===== config.mk =====
export PLATFORM = sky130hd
export DESIGN_NAME = write_dest_tracker
export DESIGN_NICKNAME = d
export VERILOG_FILES = /design/src/rtl/write_dest_tracker_pkg.sv /design/src/rtl/write_dest_tracker_dest_decode.sv /design/src/rtl/write_dest_tracker.sv
export SDC_FILE = /design/constraint.sdc
export NUM_CORES = 1
export LEC_CHECK = 0
export ABC_AREA = 1
export BUFFER_PORTS_ARGS = -buffer_cell sky130_fd_sc_hd__buf_2
export CORE_MARGIN = 3
export CORE_UTILIZATION = 40
export DETAILED_ROUTE_END_ITERATION = 10
export PLACE_DENSITY_LB_ADDON = 0.3
export SETUP_SLACK_MARGIN = 0.05
export SLEW_MARGIN = 5
export SYNTH_ARGS = -nofsm -noshare
export SYNTH_HDL_FRONTEND = slang
export SYNTH_HIERARCHICAL = 1
export SYNTH_SLANG_ARGS = --single-unit
export TNS_END_PERCENT = 20

===== constraint.sdc =====
create_clock -name clk -period 1.87 [get_ports clk]
set_input_delay 0 -clock clk [delete_from_list [all_inputs] [get_ports clk]]
set_output_delay 0 -clock clk [all_outputs]
set_load 0.1 [all_outputs]

===== src/rtl/write_dest_tracker_pkg.sv =====
// Opcode, funct and REGIMM-rt encodings of the MIPS-I subset the destination
// tracker recognises, with small opcode-class helpers.
package write_dest_tracker_pkg;

    localparam logic [5:0] OP_SPECIAL = 6'd0;
    localparam logic [5:0] OP_REGIMM  = 6'd1;
    localparam logic [5:0] OP_J       = 6'd2;
    localparam logic [5:0] OP_JAL     = 6'd3;
    localparam logic [5:0] OP_BEQ     = 6'd4;
    localparam logic [5:0] OP_BNE     = 6'd5;
    localparam logic [5:0] OP_BLEZ    = 6'd6;
    localparam logic [5:0] OP_BGTZ    = 6'd7;
    localparam logic [5:0] OP_ADDI    = 6'd8;
    localparam logic [5:0] OP_ADDIU   = 6'd9;
    localparam logic [5:0] OP_SLTI    = 6'd10;
    localparam logic [5:0] OP_SLTIU   = 6'd11;
    localparam logic [5:0] OP_ANDI    = 6'd12;
    localparam logic [5:0] OP_ORI     = 6'd13;
    localparam logic [5:0] OP_XORI    = 6'd14;
    localparam logic [5:0] OP_LUI     = 6'd15;

    localparam logic [5:0] FN_SLL   = 6'd0;
    localparam logic [5:0] FN_SRL   = 6'd2;
    localparam logic [5:0] FN_SRA   = 6'd3;
    localparam logic [5:0] FN_SLLV  = 6'd4;
    localparam logic [5:0] FN_SRLV  = 6'd6;
    localparam logic [5:0] FN_SRAV  = 6'd7;
    localparam logic [5:0] FN_JR    = 6'd8;
    localparam logic [5:0] FN_JALR  = 6'd9;
    localparam logic [5:0] FN_MFHI  = 6'd16;
    localparam logic [5:0] FN_MTHI  = 6'd17;
    localparam logic [5:0] FN_MFLO  = 6'd18;
    localparam logic [5:0] FN_MTLO  = 6'd19;
    localparam logic [5:0] FN_MULT  = 6'd24;
    localparam logic [5:0] FN_MULTU = 6'd25;
    localparam logic [5:0] FN_DIV   = 6'd26;
    localparam logic [5:0] FN_DIVU  = 6'd27;
    localparam logic [5:0] FN_ADD   = 6'd32;
    localparam logic [5:0] FN_ADDU  = 6'd33;
    localparam logic [5:0] FN_SUB   = 6'd34;
    localparam logic [5:0] FN_SUBU  = 6'd35;
    localparam logic [5:0] FN_AND   = 6'd36;
    localparam logic [5:0] FN_OR    = 6'd37;
    localparam logic [5:0] FN_XOR   = 6'd38;
    localparam logic [5:0] FN_NOR   = 6'd39;
    localparam logic [5:0] FN_SLT   = 6'd42;
    localparam logic [5:0] FN_SLTU  = 6'd43;

    localparam logic [4:0] RT_BLTZ   = 5'd0;
    localparam logic [4:0] RT_BGEZ   = 5'd1;
    localparam logic [4:0] RT_BLTZAL = 5'd16;
    localparam logic [4:0] RT_BGEZAL = 5'd17;

    localparam logic [4:0] REG_RA = 5'd31;
    localparam int         CNT_W  = 4;

    // LB LH LWL LW LBU LHU LWR
    function automatic logic is_load_op(input logic [5:0] op);
        return op inside {6'd32, 6'd33, 6'd34, 6'd35, 6'd36, 6'd37, 6'd38};
    endfunction

    // SB SH SWL SW SWR
    function automatic logic is_store_op(input logic [5:0] op);
        return op inside {6'd40, 6'd41, 6'd42, 6'd43, 6'd46};
    endfunction

endpackage


===== src/rtl/write_dest_tracker_dest_decode.sv =====
// Combinational decode of destination register, load flag, LO/HI access and
// source-register use for one instruction word.
module dest_decode
    import write_dest_tracker_pkg::*;
(
    input  logic [31:0] instruction,
    output logic [4:0]  dest,
    output logic        is_load,
    output logic        lohi_wr,
    output logic        lohi_rd,
    output logic        uses_rs,
    output logic        uses_rt,
    output logic        illegal
);
    logic [5:0] op, fn;
    logic [4:0] rt, rd;
    logic       unused_shamt;

    assign op = instruction[31:26];
    assign rt = instruction[20:16];
    assign rd = instruction[15:11];
    assign fn = instruction[5:0];
    assign unused_shamt = ^instruction[10:6];

    always_comb begin
        dest    = 5'd0;
        is_load = 1'b0;
        lohi_wr = 1'b0;
        lohi_rd = 1'b0;
        uses_rs = 1'b1;
        uses_rt = 1'b0;
        illegal = 1'b0;
        case (op)
            OP_SPECIAL: begin
                uses_rt = 1'b1;
                dest    = rd;
                case (fn)
                    FN_JR:             dest = 5'd0;
                    FN_MULT, FN_MULTU: lohi_wr = 1'b1;
                    FN_MFHI, FN_MFLO:  lohi_rd = 1'b1;
                    FN_SLL, FN_SRL, FN_SRA, FN_SLLV, FN_SRLV, FN_SRAV,
                    FN_JALR, FN_MTHI, FN_MTLO, FN_DIV, FN_DIVU,
                    FN_ADD, FN_ADDU, FN_SUB, FN_SUBU, FN_AND, FN_OR,
                    FN_XOR, FN_NOR, FN_SLT, FN_SLTU: ;
                    default:           illegal = 1'b1;
                endcase
            end
            OP_REGIMM: begin
                case (rt)
                    RT_BLTZ, RT_BGEZ:     ;
                    RT_BLTZAL, RT_BGEZAL: dest = REG_RA;
                    default:              illegal = 1'b1;
                endcase
            end
            OP_J:   uses_rs = 1'b0;
            OP_JAL: begin
                uses_rs = 1'b0;
                dest    = REG_RA;
            end
            OP_BEQ, OP_BNE:   uses_rt = 1'b1;
            OP_BLEZ, OP_BGTZ: ;
            OP_ADDI, OP_ADDIU, OP_SLTI, OP_SLTIU, OP_ANDI, OP_ORI, OP_XORI:
                dest = rt;
            OP_LUI: begin
                dest    = rt;
                uses_rs = 1'b0;
            end
            default: begin
                if (is_load_op(op)) begin
                    dest    = rt;
                    is_load = 1'b1;
                end else if (is_store_op(op)) begin
                    uses_rt = 1'b1;
                end else begin
                    illegal = 1'b1;
                end
            end
        endcase
        // An unrecognised word travels as a pure bubble: no dest, no sources.
        if (illegal) begin
            dest    = 5'd0;
            is_load = 1'b0;
            lohi_wr = 1'b0;
            lohi_rd = 1'b0;
            uses_rs = 1'b0;
            uses_rt = 1'b0;
        end
    end

endmodule


===== src/rtl/write_dest_tracker.sv =====
// Tracks in-flight destinations from issue to writeback, stalls issue on RAW
// and LO/HI hazards, and times the multi-cycle MULT busy window.
module write_dest_tracker
    import write_dest_tracker_pkg::*;
#(
    parameter int DEPTH    = 3,
    parameter int MULT_LAT = 4,
    parameter int FWD      = 1
) (
    input  logic        clk,
    input  logic        reset,
    input  logic        issue_valid,
    input  logic [31:0] instruction,
    input  logic        flush,
    output logic        stall,
    output logic        illegal,
    output logic        wb_valid,
    output logic [4:0]  wb_reg,
    output logic        lohi_busy,
    output logic        lohi_done
);
    localparam int STAGE_W   = 7;
    localparam int E_LOAD    = 0;
    localparam int E_DEST_LO = 1;
    localparam int E_DEST_HI = 5;
    localparam int E_VALID   = 6;

    // With forwarding only a load in stage 0 can hurt; without it every stage
    // but the one writing back this cycle (write-first register file).
    localparam logic [DEPTH-1:0] HAZ_MASK = (FWD != 0) ? DEPTH'(1)
                                                       : DEPTH'((1 << (DEPTH - 1)) - 1);

    logic [DEPTH-1:0][STAGE_W-1:0] stage;
    logic [STAGE_W-1:0]            new_entry;
    logic [DEPTH-1:0]              hit;
    logic [4:0]                    dest, rs, rt;
    logic                          is_load, lohi_wr, lohi_rd, uses_rs, uses_rt, dec_illegal;
    logic                          hazard, lohi_stall, accept;
    logic [CNT_W-1:0]              lohi_cnt;
    logic                          unused_ins;

    assign rs = instruction[25:21];
    assign rt = instruction[20:16];
    assign unused_ins = ^{instruction[31:26], instruction[15:0]};

    dest_decode u_dec (
        .instruction (instruction),
        .dest        (dest),
        .is_load     (is_load),
        .lohi_wr     (lohi_wr),
        .lohi_rd     (lohi_rd),
        .uses_rs     (uses_rs),
        .uses_rt     (uses_rt),
        .illegal     (dec_illegal)
    );

    // Entries are only marked valid for a nonzero dest, so $0 never matches.
    always_comb begin
        hit = '0;
        for (int i = 0; i < DEPTH; i++) begin
            hit[i] = stage[i][E_VALID] && (FWD == 0 || stage[i][E_LOAD]) &&
                     ((uses_rs && stage[i][E_DEST_HI:E_DEST_LO] == rs) ||
                      (uses_rt && stage[i][E_DEST_HI:E_DEST_LO] == rt));
        end
    end

    assign hazard     = |(hit & HAZ_MASK);
    assign lohi_stall = (lohi_wr || lohi_rd) && lohi_busy;
    assign stall      = issue_valid && (hazard || lohi_stall);
    assign illegal    = issue_valid && dec_illegal;
    assign accept     = issue_valid && !stall && !flush;
    assign new_entry  = accept ? {dest != 5'd0, dest, is_load} : '0;

    always_ff @(posedge clk or posedge reset) begin
        if (reset) begin
            stage <= '0;
        end else if (flush) begin
            stage <= '0;
        end else begin
            stage <= {stage[DEPTH-2:0], new_entry};
        end
    end

    assign wb_valid = stage[DEPTH-1][E_VALID];
    assign wb_reg   = stage[DEPTH-1][E_DEST_HI:E_DEST_LO];

    // Flush leaves the counter alone: an accepted MULT always completes.
    always_ff @(posedge clk or posedge reset) begin
        if (reset) begin
            lohi_cnt  <= '0;
            lohi_busy <= 1'b0;
            lohi_done <= 1'b0;
        end else begin
            lohi_done <= 1'b0;
            if (accept && lohi_wr) begin
                lohi_cnt  <= CNT_W'(MULT_LAT);
                lohi_busy <= 1'b1;
            end else if (lohi_cnt != '0) begin
                lohi_cnt <= lohi_cnt - 1'b1;
                if (lohi_cnt == CNT_W'(1)) begin
                    lohi_busy <= 1'b0;
                    lohi_done <= 1'b1;
                end
            end
        end
    end

endmodule


==> metrics.md, run 1 <==
| Metric | Value |
|---|---|
| Fin. Hold Viols | 0 |
| Relative slew slack | 0.662 |
| TritonCTS clock tree | built |
| Final setup fails | 0 |
| Die width | 72.0 um |
| CP Data Arrival Time | 1680 ps |
| Post-Place Cells | 356 |
| Setup_tns | 0 ps |
| EDFF count, synth | 0 |
| CP top delay family | simple AND/OR/NAND/NOR gates |
| Critical path cell sequence | buf_2 > nor2_4 > nand2_2 > nor2_2 > nand2_1 > nor2_2 > nand3_2 > nand4_1 > nor2_1 > o21ai_2 > a21boi_2 > buf_4 > nor2_4 > buf_12 |
| Largest net degree at the start of global routing | 16 |
| Fmax | 0.594 GHz |
| CTS clk-pin slew, worst paths | 90 ps |
| Vias in the first global route | 1498 |
| Die span in y | 72.0 um |
| Min cycle time layout | 1680 ps |
| Effective utilization at floorplan | 0.426 |
| Ys flop type | dfrtp_1 |
| Hold WC Path Type | primary input to register |
| Max_cap viols | 0 |
| DRC errors left | 0 |
| CP bufs+invs | 3 |
| First-pass GRT wire length | 5.96 mm |
| Initial antenna violation count | 0 |
| Share of async-settable or async-resettable flops after synthesis | 1.00 |
| RSZ-0062 raised after global routing | false |
| CTS Root Cell | clkbuf_8 |
| Leak | 1.21 nW |
| NumNets Final | 353 |
| Post-synth cell types | 27 |
| Worst-margin pin slew | 507 ps |
| Share of the synthesized area in the top cell type | 0.359 |
| Drt via density | 4.45 |
| Critical Path Start Type | primary input |
| FF+latch count, synth | 25 |
| Element type at the critical path end | output port |
| Clock Tree Buf Depth | 2 |
| Syn_nets | 306 |
| Synth top cells by count | 60 x nand2_1, 60 x nor2_1, 57 x inv_1 |
| Seq/Total Area, Yosys | 0.359 |
| Synth warnings | 6 |
| Largest register FFs | 13 |
| Vias | 1619 |
| Routed Antenna Nets | 0 |
| Power Density | 672 nW/um2 |
| Setup ws final | 185 ps |
| Placer Congestion | 0.809 |
| CP Class | primary input to output port |
| Clk sinks | 25 |
| CP peak stage delay | 210 ps |
| WP data required | 1870 ps |
| Wirelength per Cell | 9.50 um |
| Yosys top cell by area | dfrtp_1 |
| Layout cells sized above 1 | 0.258 |
| Worst-Skew Late Latency | 270 ps |
| CP max FO | 5 |
| Syn Area/Cell | 6.49 um2 |
| Mapped Cells | 268 |
| Main area contributors after synthesis | dfrtp_1 36%, nand2_1 13%, nor2_1 13% |
| Slew Viols, Final | 0 |
| Final Cycle Share | 0.901 |
| Core ar. | 4090 um2 |
| H-tree levels | 1 |
| WL final | 3.46 mm |
| Post-DP HPWL | 2.86 mm |
| Port Buffer Count | 40 |
| Outcome | complete, no violations |
| GRT Util Overall | 0.142 |
| Clock Skew | 8.39 ps |
| Gr ovfl total | 0 |
| Row count | 23 |
| Area delta synth->final | 22.9% |
| First-pass iteration count of the detailed router | 4 |
| DRT iter0 DRCs | 56 |
| Finished Layout Cells | 364 |
| Worst IR Drop VDD | 0.000291 V |
| I/O pin count | 46 |
| Antenna diodes | 0 |
| Die area | 5180 um2 |
| Crit-path slowest cell | a21boi_2 |
| Post-Syn Area | 1740 um2 |
| Placement Setup Slack | -19.4 ps |
| Number of buffers created by CTS | 3 |
| Finished Core Util | 0.524 |
final cells by class:
cell class / count / area, um2
Multi-Input combinational cell: 177 / 898
Fill cell: 427 / 1950
Timing Repair Buffer: 48 / 278
Sequential cell: 25 / 627
Inverter: 60 / 225
Clock buffer: 3 / 41.3
Clock inverter: 1 / 7.51
Tap cell: 50 / 62.6
power breakdown:
| part | internal [mW] | switching [mW] |
|---|---|---|
| Clock | 0.151 | 0.162 |
| Combinational | 0.177 | 0.318 |
| Sequential | 0.600 | 0.0316 |
| Total | 0.927 | 0.511 |
routing by layer:
metal / up-vias / routed length, um / part of all wire / track usage
li1: 887 / - / - / -
met1: 707 / 1510 / 0.44 / 0.174
met2: 25 / 1830 / 0.53 / 0.257
met3: 0 / 123 / 0.036 / 0.0319
met4: 0 / 0 / 0 / 0.0230
met5: - / 0 / 0 / 0
placed cells by master, fill, tap and decap left out, types with 2 or more instances in the layout:
master,n
clkbuf_8,3
buf_2,39
buf_4,7
o21ai_0,6
ha_1,2
nor3_1,2
nand2_1,59
nand2_2,4
dfrtp_1,24
a21oi_1,3
nor2_4,5
nor2_2,6
nor2_1,54
nand4_1,4
inv_2,5
nand3_1,17
inv_1,55
xor2_1,2
path summary, 6_finish.rpt:
path,start,endpoint,slack [ps],depth (start not counted)
max in group asynchronous,reset,wb_reg[0]$_DFF_PP0_,1040,4
worst max-delay path,instruction[30],stall,190,14
worst max register to register,stage[2]$_DFF_PP0_,stage[6]$_DFF_PP0_,500,10
worst min-delay path,flush,wb_reg[4]$_DFF_PP0_,60,2
worst min register to register,stage[11]$_DFF_PP0_,wb_reg[3]$_DFF_PP0_,460,2
min in group asynchronous,reset,lohi_done$_DFF_PP0_,290,3
kinds of logic (layout without fill, tap and decap cells):
logic type / Yosys count / count (layout) / synth area share
flip-flops: 25 / 25 / 0.359
XOR/XNOR: 3 / 3 / 0.0151
adder cells (fa/ha/maj): 2 / 2 / 0.0144
AND/OR/NAND/NOR: 157 / 157 / 0.401
AO/OA/AOI/OAI: 15 / 15 / 0.0568
buffers and inverters: 66 / 112 / 0.153
stage by stage:
stage               cell area [um2]  power, mW  hold slack [ps]
finish                         2140       1.44             57.2
global route                   2140       1.56             60.8
CTS                            2080       1.44             53.1
detailed placement             2020       1.13             69.5
global placement               2020       1.12             70.8
floorplan                      1750       1.01             27.2
repair_timing:
action / CTS / global route
pin swaps: 0 / 2
hold buffers: 1 / 0
setup endpoints to repair: 1 / 1
endpoints found under the hold margin: 13 / 0
gates resized for setup: 2 / 13
buffers inserted: 0 / 3
No activity file was read; power rests on OpenSTA's default activity.
==> run 2: changes to the inputs <==
--- a/config.mk
+++ b/config.mk
@@ -10,6 +10,7 @@
 export CORE_MARGIN = 3
 export CORE_UTILIZATION = 40
 export DETAILED_ROUTE_END_ITERATION = 10
+export GPL_TIMING_DRIVEN = 0
 export PLACE_DENSITY_LB_ADDON = 0.3
 export SETUP_SLACK_MARGIN = 0.05
 export SLEW_MARGIN = 5
==> metrics.md, run 2 (synthesized netlist as in run 1, its figures left out) <==
| Metric | Value |
|---|---|
| Placer Congestion | 0.805 |
| R2R cell count | 10 |
| Clk sinks | 25 |
| RSZ-0062 raised after global routing | false |
| First-pass GRT wire length | 5.94 mm |
| Vias | 1626 |
| Min cycle time layout | 1660 ps |
| WP data required | 1870 ps |
| DRC errors left | 0 |
| First-pass iteration count of the detailed router | 4 |
| Die width | 72.0 um |
| DRT iter0 DRCs | 94 |
| CTS clk-pin slew, worst paths | 80 ps |
| Effective utilization at floorplan | 0.426 |
| Largest register FFs | 13 |
| Min-Delay Startpoint | instruction[28] |
| Final Cycle Share | 0.886 |
| GRT Util Overall | 0.142 |
| Post-Place Cells | 358 |
| Leak | 1.23 nW |
| Gr ovfl total | 0 |
| I/O pin count | 46 |
| RR Startpoint | stage[2]$_DFF_PP0_ |
| Hold WC Path Type | primary input to register |
| Finished Layout Cells | 367 |
| Total Power | 1.44 mW |
| Worst-margin pin slew | 888 ps |
| Vias in the first global route | 1490 |
| CP Class | primary input to output port |
| Relative slew slack | 0.407 |
| CTS Root Cell | clkbuf_8 |
| Die area | 5180 um2 |
| Clock Tree Buf Depth | 2 |
| Largest net degree at the start of global routing | 26 |
| CP max FO | 6 |
| Critical Path Start Type | primary input |
| Routed Antenna Nets | 0 |
| Fmax | 0.603 GHz |
| Antenna diodes | 0 |
| Element type at the critical path end | output port |
| NumNets Final | 356 |
| H-tree levels | 1 |
| Commonest non-fill, non-tap cell in the layout | nand2_1 |
| Worst Hold End | stage[0]$_DFF_PP0_ |
| Number of buffers created by CTS | 3 |
| Drt via density | 4.43 |
| Final setup fails | 0 |
| Row count | 23 |
| Worst IR Drop VDD | 0.000329 V |
| Die span in y | 72.0 um |
| Initial antenna violation count | 0 |
| Slew Viols, Final | 0 |
| Outcome | complete, no violations |
| Max_cap viols | 0 |
| TritonCTS clock tree | built |
| Core ar. | 4090 um2 |
| Fin. Hold Viols | 0 |
| Most frequent cells in the layout | 59 x nand2_1, 57 x inv_1, 57 x nor2_1, 39 x buf_2, 24 x dfrtp_1 |
| Power Density | 671 nW/um2 |
| Hold Path Depth | 4 |
| R2R Path End | stage[2]$_DFF_PP0_ |
| Area delta synth->final | 23.4% |
| Worst-Skew Late Latency | 270 ps |
| Post-DP HPWL | 2.84 mm |
| CP Data Arrival Time | 1660 ps |
| Reg2Reg Setup Slack | 460 ps |
| Layout cells sized above 1 | 0.237 |
| Wirelength per Cell | 9.31 um |
| Clock Skew | 8.80 ps |
| Fill cell count | 417 |
| WL final | 3.42 mm |
| Port Buffer Count | 40 |
run 2: worst max path at each step:
stage / depth (start not counted) / slack (ps) / start / endpoint
after global routing: 16 / 60 / instruction[30] / stall
after global placement: 11 / -70 / instruction[31] / stage[4]$_DFF_PP0_
after CTS: 15 / 60 / instruction[2] / stall
after detailed placement: 11 / -70 / instruction[31] / stage[4]$_DFF_PP0_
after floorplan: 3 / 290 / lohi_busy$_DFFE_PP0P_ / stall
final: 11 / 210 / instruction[30] / stall
run 2: metrics by stage:
stage          setup slack (ps)  hold WS, ps  setup TNS (ps)  area, um2  utilization
2_1_floorplan               289         27.2               0       1750            -
3_3_place_gp              -70.0          209            -522       2010        0.492
3_5_place_dp              -71.7          218            -540       2010        0.492
4_1_cts                    60.4         95.0               0       2090        0.512
5_1_grt                    62.1          109               0       2150        0.525
6_report                    213         97.7               0       2150        0.525
run 2: layout make-up:
type                       count  area [um2]  share of cell area
sequential                    25         627               0.292
multi-input combinational    177         885               0.412
clock buffer                   3        41.3              0.0192
inverter                      60         225               0.105
clock inverter                 1        7.51             0.00350
buffer                         6        41.3              0.0192
tap                           50        62.6              0.0291
timing repair buffer          45         258               0.120
run 2: report_power, final:
group          total (mW)  switching [mW]  internal (mW)
sequential          0.633          0.0326          0.600
clock               0.314           0.163          0.151
combinational       0.495           0.320          0.175
run 2: per-layer routing:
metal,vias to the layer above,wire length (um),track usage,part of all wire
li1,891,-,-,-
met1,699,1510,0.171,0.44
met2,32,1710,0.254,0.50
met5,-,0,0,0
met4,0,48,0.0376,0.014
met3,4,146,0.0305,0.043
run 2: worst max-delay path: stages:
cell and delay, ps:
buf_2 120, nor2_4 170, nand2_2 100, nor3_1 230, o31ai_1 180, nand4_1 160, nor2_1 100, o21ai_2 160
a21boi_4 230, nor2_4 50, buf_12 160
run 2: what timing repair did:
action / CTS / global route
cloned: 0 / 0
setup endpoints to repair: 1 / 1
buffers inserted: 0 / 3
endpoints found under the hold margin: 27 / 0
hold buffers: 2 / 0
resized for setup: 3 / 9
pin swaps: 0 / 2
==> run 3: changes to the inputs <==
--- a/config.mk
+++ b/config.mk
@@ -5,7 +5,6 @@
 export SDC_FILE = /design/constraint.sdc
 export NUM_CORES = 1
 export LEC_CHECK = 0
-export ABC_AREA = 1
 export BUFFER_PORTS_ARGS = -buffer_cell sky130_fd_sc_hd__buf_2
 export CORE_MARGIN = 3
 export CORE_UTILIZATION = 40
==> metrics.md, run 3 <==
| Metric | Value |
|---|---|
| RSZ-0062 raised after global routing | true |
| Die area | 4520 um2 |
| Critical Path Start Type | primary input |
| Finished Core Util | 0.569 |
| Slew Viols, Final | 0 |
| H-tree levels | 1 |
| CP peak stage delay | 550 ps |
| Psw | 0.494 mW |
| Ys flop type | dfrtp_1 |
| Largest net degree at the start of global routing | 26 |
| Number of buffers created by CTS | 3 |
| I/O pin count | 46 |
| Fmax | 0.468 GHz |
| Min Hold Slack | 150 ps |
| Worst-margin pin slew | 966 ps |
| Placement Setup Slack | -753 ps |
| Post-Place Cells | 242 |
| Most frequent cells in the layout | 36 x buf_2, 25 x dfrtp_1, 15 x nor2b_1, 12 x nor2_1 |
| Relative slew slack | 0.355 |
| Max_cap viols | 0 |
| DRC errors left | 0 |
| Main area contributors after synthesis | dfrtp_1 42%, xnor2_1 6.4%, nor2b_1 6.3% |
| CP max FO | 4 |
| Most frequent CP cell | or4_4 |
| Clock Skew | 1.84 ps |
| Clock Tree Buf Depth | 2 |
| Clk sinks | 25 |
| GRT Util Overall | 0.183 |
| Effective utilization at floorplan | 0.433 |
| Largest register FFs | 13 |
| Synth warnings | 6 |
| Worst Hold End | stage[0]$_DFF_PP0_ |
| Vias in the first global route | 1328 |
| Total internal power | 0.943 mW |
| Drt via density | 5.25 |
| Power Density | 728 nW/um2 |
| Placer Congestion | 0.843 |
| Port Buffer Count | 40 |
| Gr ovfl total | 0 |
| Min cycle time layout | 2140 ps |
| Die width | 67.2 um |
| Yosys top cell by area | dfrtp_1 |
| Failing checks | negative setup slack |
| Outcome | complete, but fails checks |
| Fin. Hold Viols | 0 |
| R2R cell count | 5 |
| Worst-Skew Late Latency | 260 ps |
| Crit-path slowest cell | or4_4 |
| Initial antenna violation count | 0 |
| Min-Delay Startpoint | instruction[29] |
| Hold WC Path Type | primary input to register |
| Reg2Reg Setup Slack | 190 ps |
| Area delta synth->final | 31.5% |
| Mapped Cells | 156 |
| Setup ws final | -267 ps |
| Sw frac | 0.344 |
| Final setup fails | 12 |
| WL final | 3.76 mm |
| Leak | 0.914 nW |
| NumNets Final | 248 |
| Sequential power share | 0.445 |
| Post-DP Area | 1760 um2 |
| Wirelength per Cell | 14.7 um |
| Seq/Total Area, Yosys | 0.417 |
| FF+latch count, synth | 25 |
| Core ar. | 3470 um2 |
| Antenna diodes | 0 |
| First-pass GRT wire length | 6.20 mm |
| DRT iter0 DRCs | 50 |
| CTS clk-pin slew, worst paths | 80 ps |
| Routed Antenna Nets | 0 |
| TritonCTS clock tree | built |
| Worst IR Drop VDD | 0.000342 V |
| Vias | 1339 |
| Syn_nets | 194 |
| Clock Power Share | 0.217 |
| Syn Area/Cell | 9.62 um2 |
| Most common cell in the synthesized netlist | dfrtp_1 |
| Commonest non-fill, non-tap cell in the layout | buf_2 |
| Fin area | 1970 um2 |
| Critical path cell sequence | buf_8 > or4_4 > or4_4 > o311ai_4 > a211oi_2 > nand4_1 > o221ai_4 > and2_4 > buf_12 |
| Share of async-settable or async-resettable flops after synthesis | 1.00 |
| Post-synth cell types | 42 |
| WP data required | 1870 ps |
| Element type at the critical path end | output port |
| CP Data Arrival Time | 2140 ps |
| Final Cycle Share | 1.14 |
| CTS Root Cell | clkbuf_8 |
| Share of the synthesized area in the top cell type | 0.417 |
| RR Startpoint | stage[4]$_DFF_PP0_ |
| Die span in y | 67.2 um |
| Layout cells sized above 1 | 0.325 |
| Synth top cells by count | 25 x dfrtp_1, 15 x nor2b_1, 12 x nor2_1 |
| CP Class | primary input to output port |
| First-pass iteration count of the detailed router | 4 |
| Row count | 21 |
| EDFF count, synth | 0 |
| Post-DP HPWL | 2.74 mm |
| R2R Path End | lohi_cnt[2]$_DFFE_PP0P_ |
| Fill cell count | 340 |
| Hold Path Depth | 5 |
| Combinational fraction of design power | 0.338 |
| Setup_tns | -753 ps |
| Post-Syn Area | 1500 um2 |
| Finished Layout Cells | 255 |
| Total Power | 1.44 mW |
run 3: changes by cell type after synthesis, moves of 4 or more:
| cell | delta |
|---|---|
| inv_1 | -50 |
| nor3b_1 | +4 |
| nand3_1 | -14 |
| and2_1 | +4 |
| nor2_2 | -4 |
| a21oi_1 | +7 |
| xnor2_1 | +10 |
| and2b_1 | +5 |
| nor2_1 | -48 |
| nor2b_1 | +15 |
| nand2_1 | -54 |
| a221oi_1 | +5 |
run 3: critical path: cells and delay by family:
kind                   cells  cell delay, ps
AOI/OAI and AO/OA          3             400
buffers and inverters      2             250
and+or+nand+nor            4            1480
run 3: kinds of logic (layout without fill, tap and decap cells):
| logic type | Yosys count | in the layout | share of synthesized area |
|---|---|---|---|
| flops | 25 | 25 | 0.417 |
| mux | 2 | 2 | 0.0142 |
| buf+inv | 15 | 68 | 0.0509 |
| fa+ha+maj | 2 | 2 | 0.0167 |
| simple gates | 66 | 66 | 0.261 |
| xor+xnor | 11 | 11 | 0.0642 |
| compound gates | 35 | 35 | 0.176 |
run 3: what timing repair did:
| item | CTS | global route |
|---|---|---|
| gates resized for setup | 20 | 3 |
| setup buffers | 4 | 3 |
| pin swaps | 8 | 7 |
| cloned | 0 | 0 |
| hold endpoints to repair | 27 | 0 |
| hold buffers | 2 | 0 |
| setup endpoints to repair | 15 | 15 |
run 3: power groups by stage:
stage                     logic (mW)  clock network, mW  registers [mW]
after global routing           0.554              0.342           0.646
final                          0.486              0.312           0.639
after global placement         0.426                  0           0.645
after CTS                      0.479              0.321           0.637
after floorplan                0.270                  0           0.707
after detailed placement       0.454                  0           0.648
run 3: layout make-up:
type	instances	area (um2)	area share
buffer	8	50.0	0.0254
timing repair buffer	49	329	0.167
clock buffer	4	45.0	0.0228
tap	46	57.6	0.0292
multi-input combinational	116	840	0.425
inverter	7	26.3	0.0133
sequential	25	626	0.317
run 3: per-layer routing:
| layer | vias to the layer above | track usage | routed length, um |
|---|---|---|---|
| li1 | 661 | - | - |
| met3 | 8 | 0.0233 | 203 |
| met5 | - | 0 | 0 |
| met4 | 0 | 0.0861 | 87 |
| met1 | 620 | 0.223 | 1600 |
| met2 | 50 | 0.318 | 1860 |
run 3: worst max path at each step:
stage,startpoint,to,slack (ps),cells after the start
4_1_cts,instruction[31],stall,-240,9
2_1_floorplan,instruction[31],stage[6]$_DFF_PP0_,-230,7
5_1_grt,instruction[31],stall,-340,9
3_5_place_dp,instruction[3],stall,-750,9
6_report,instruction[31],stall,-270,9
3_3_place_gp,instruction[2],stall,-680,9
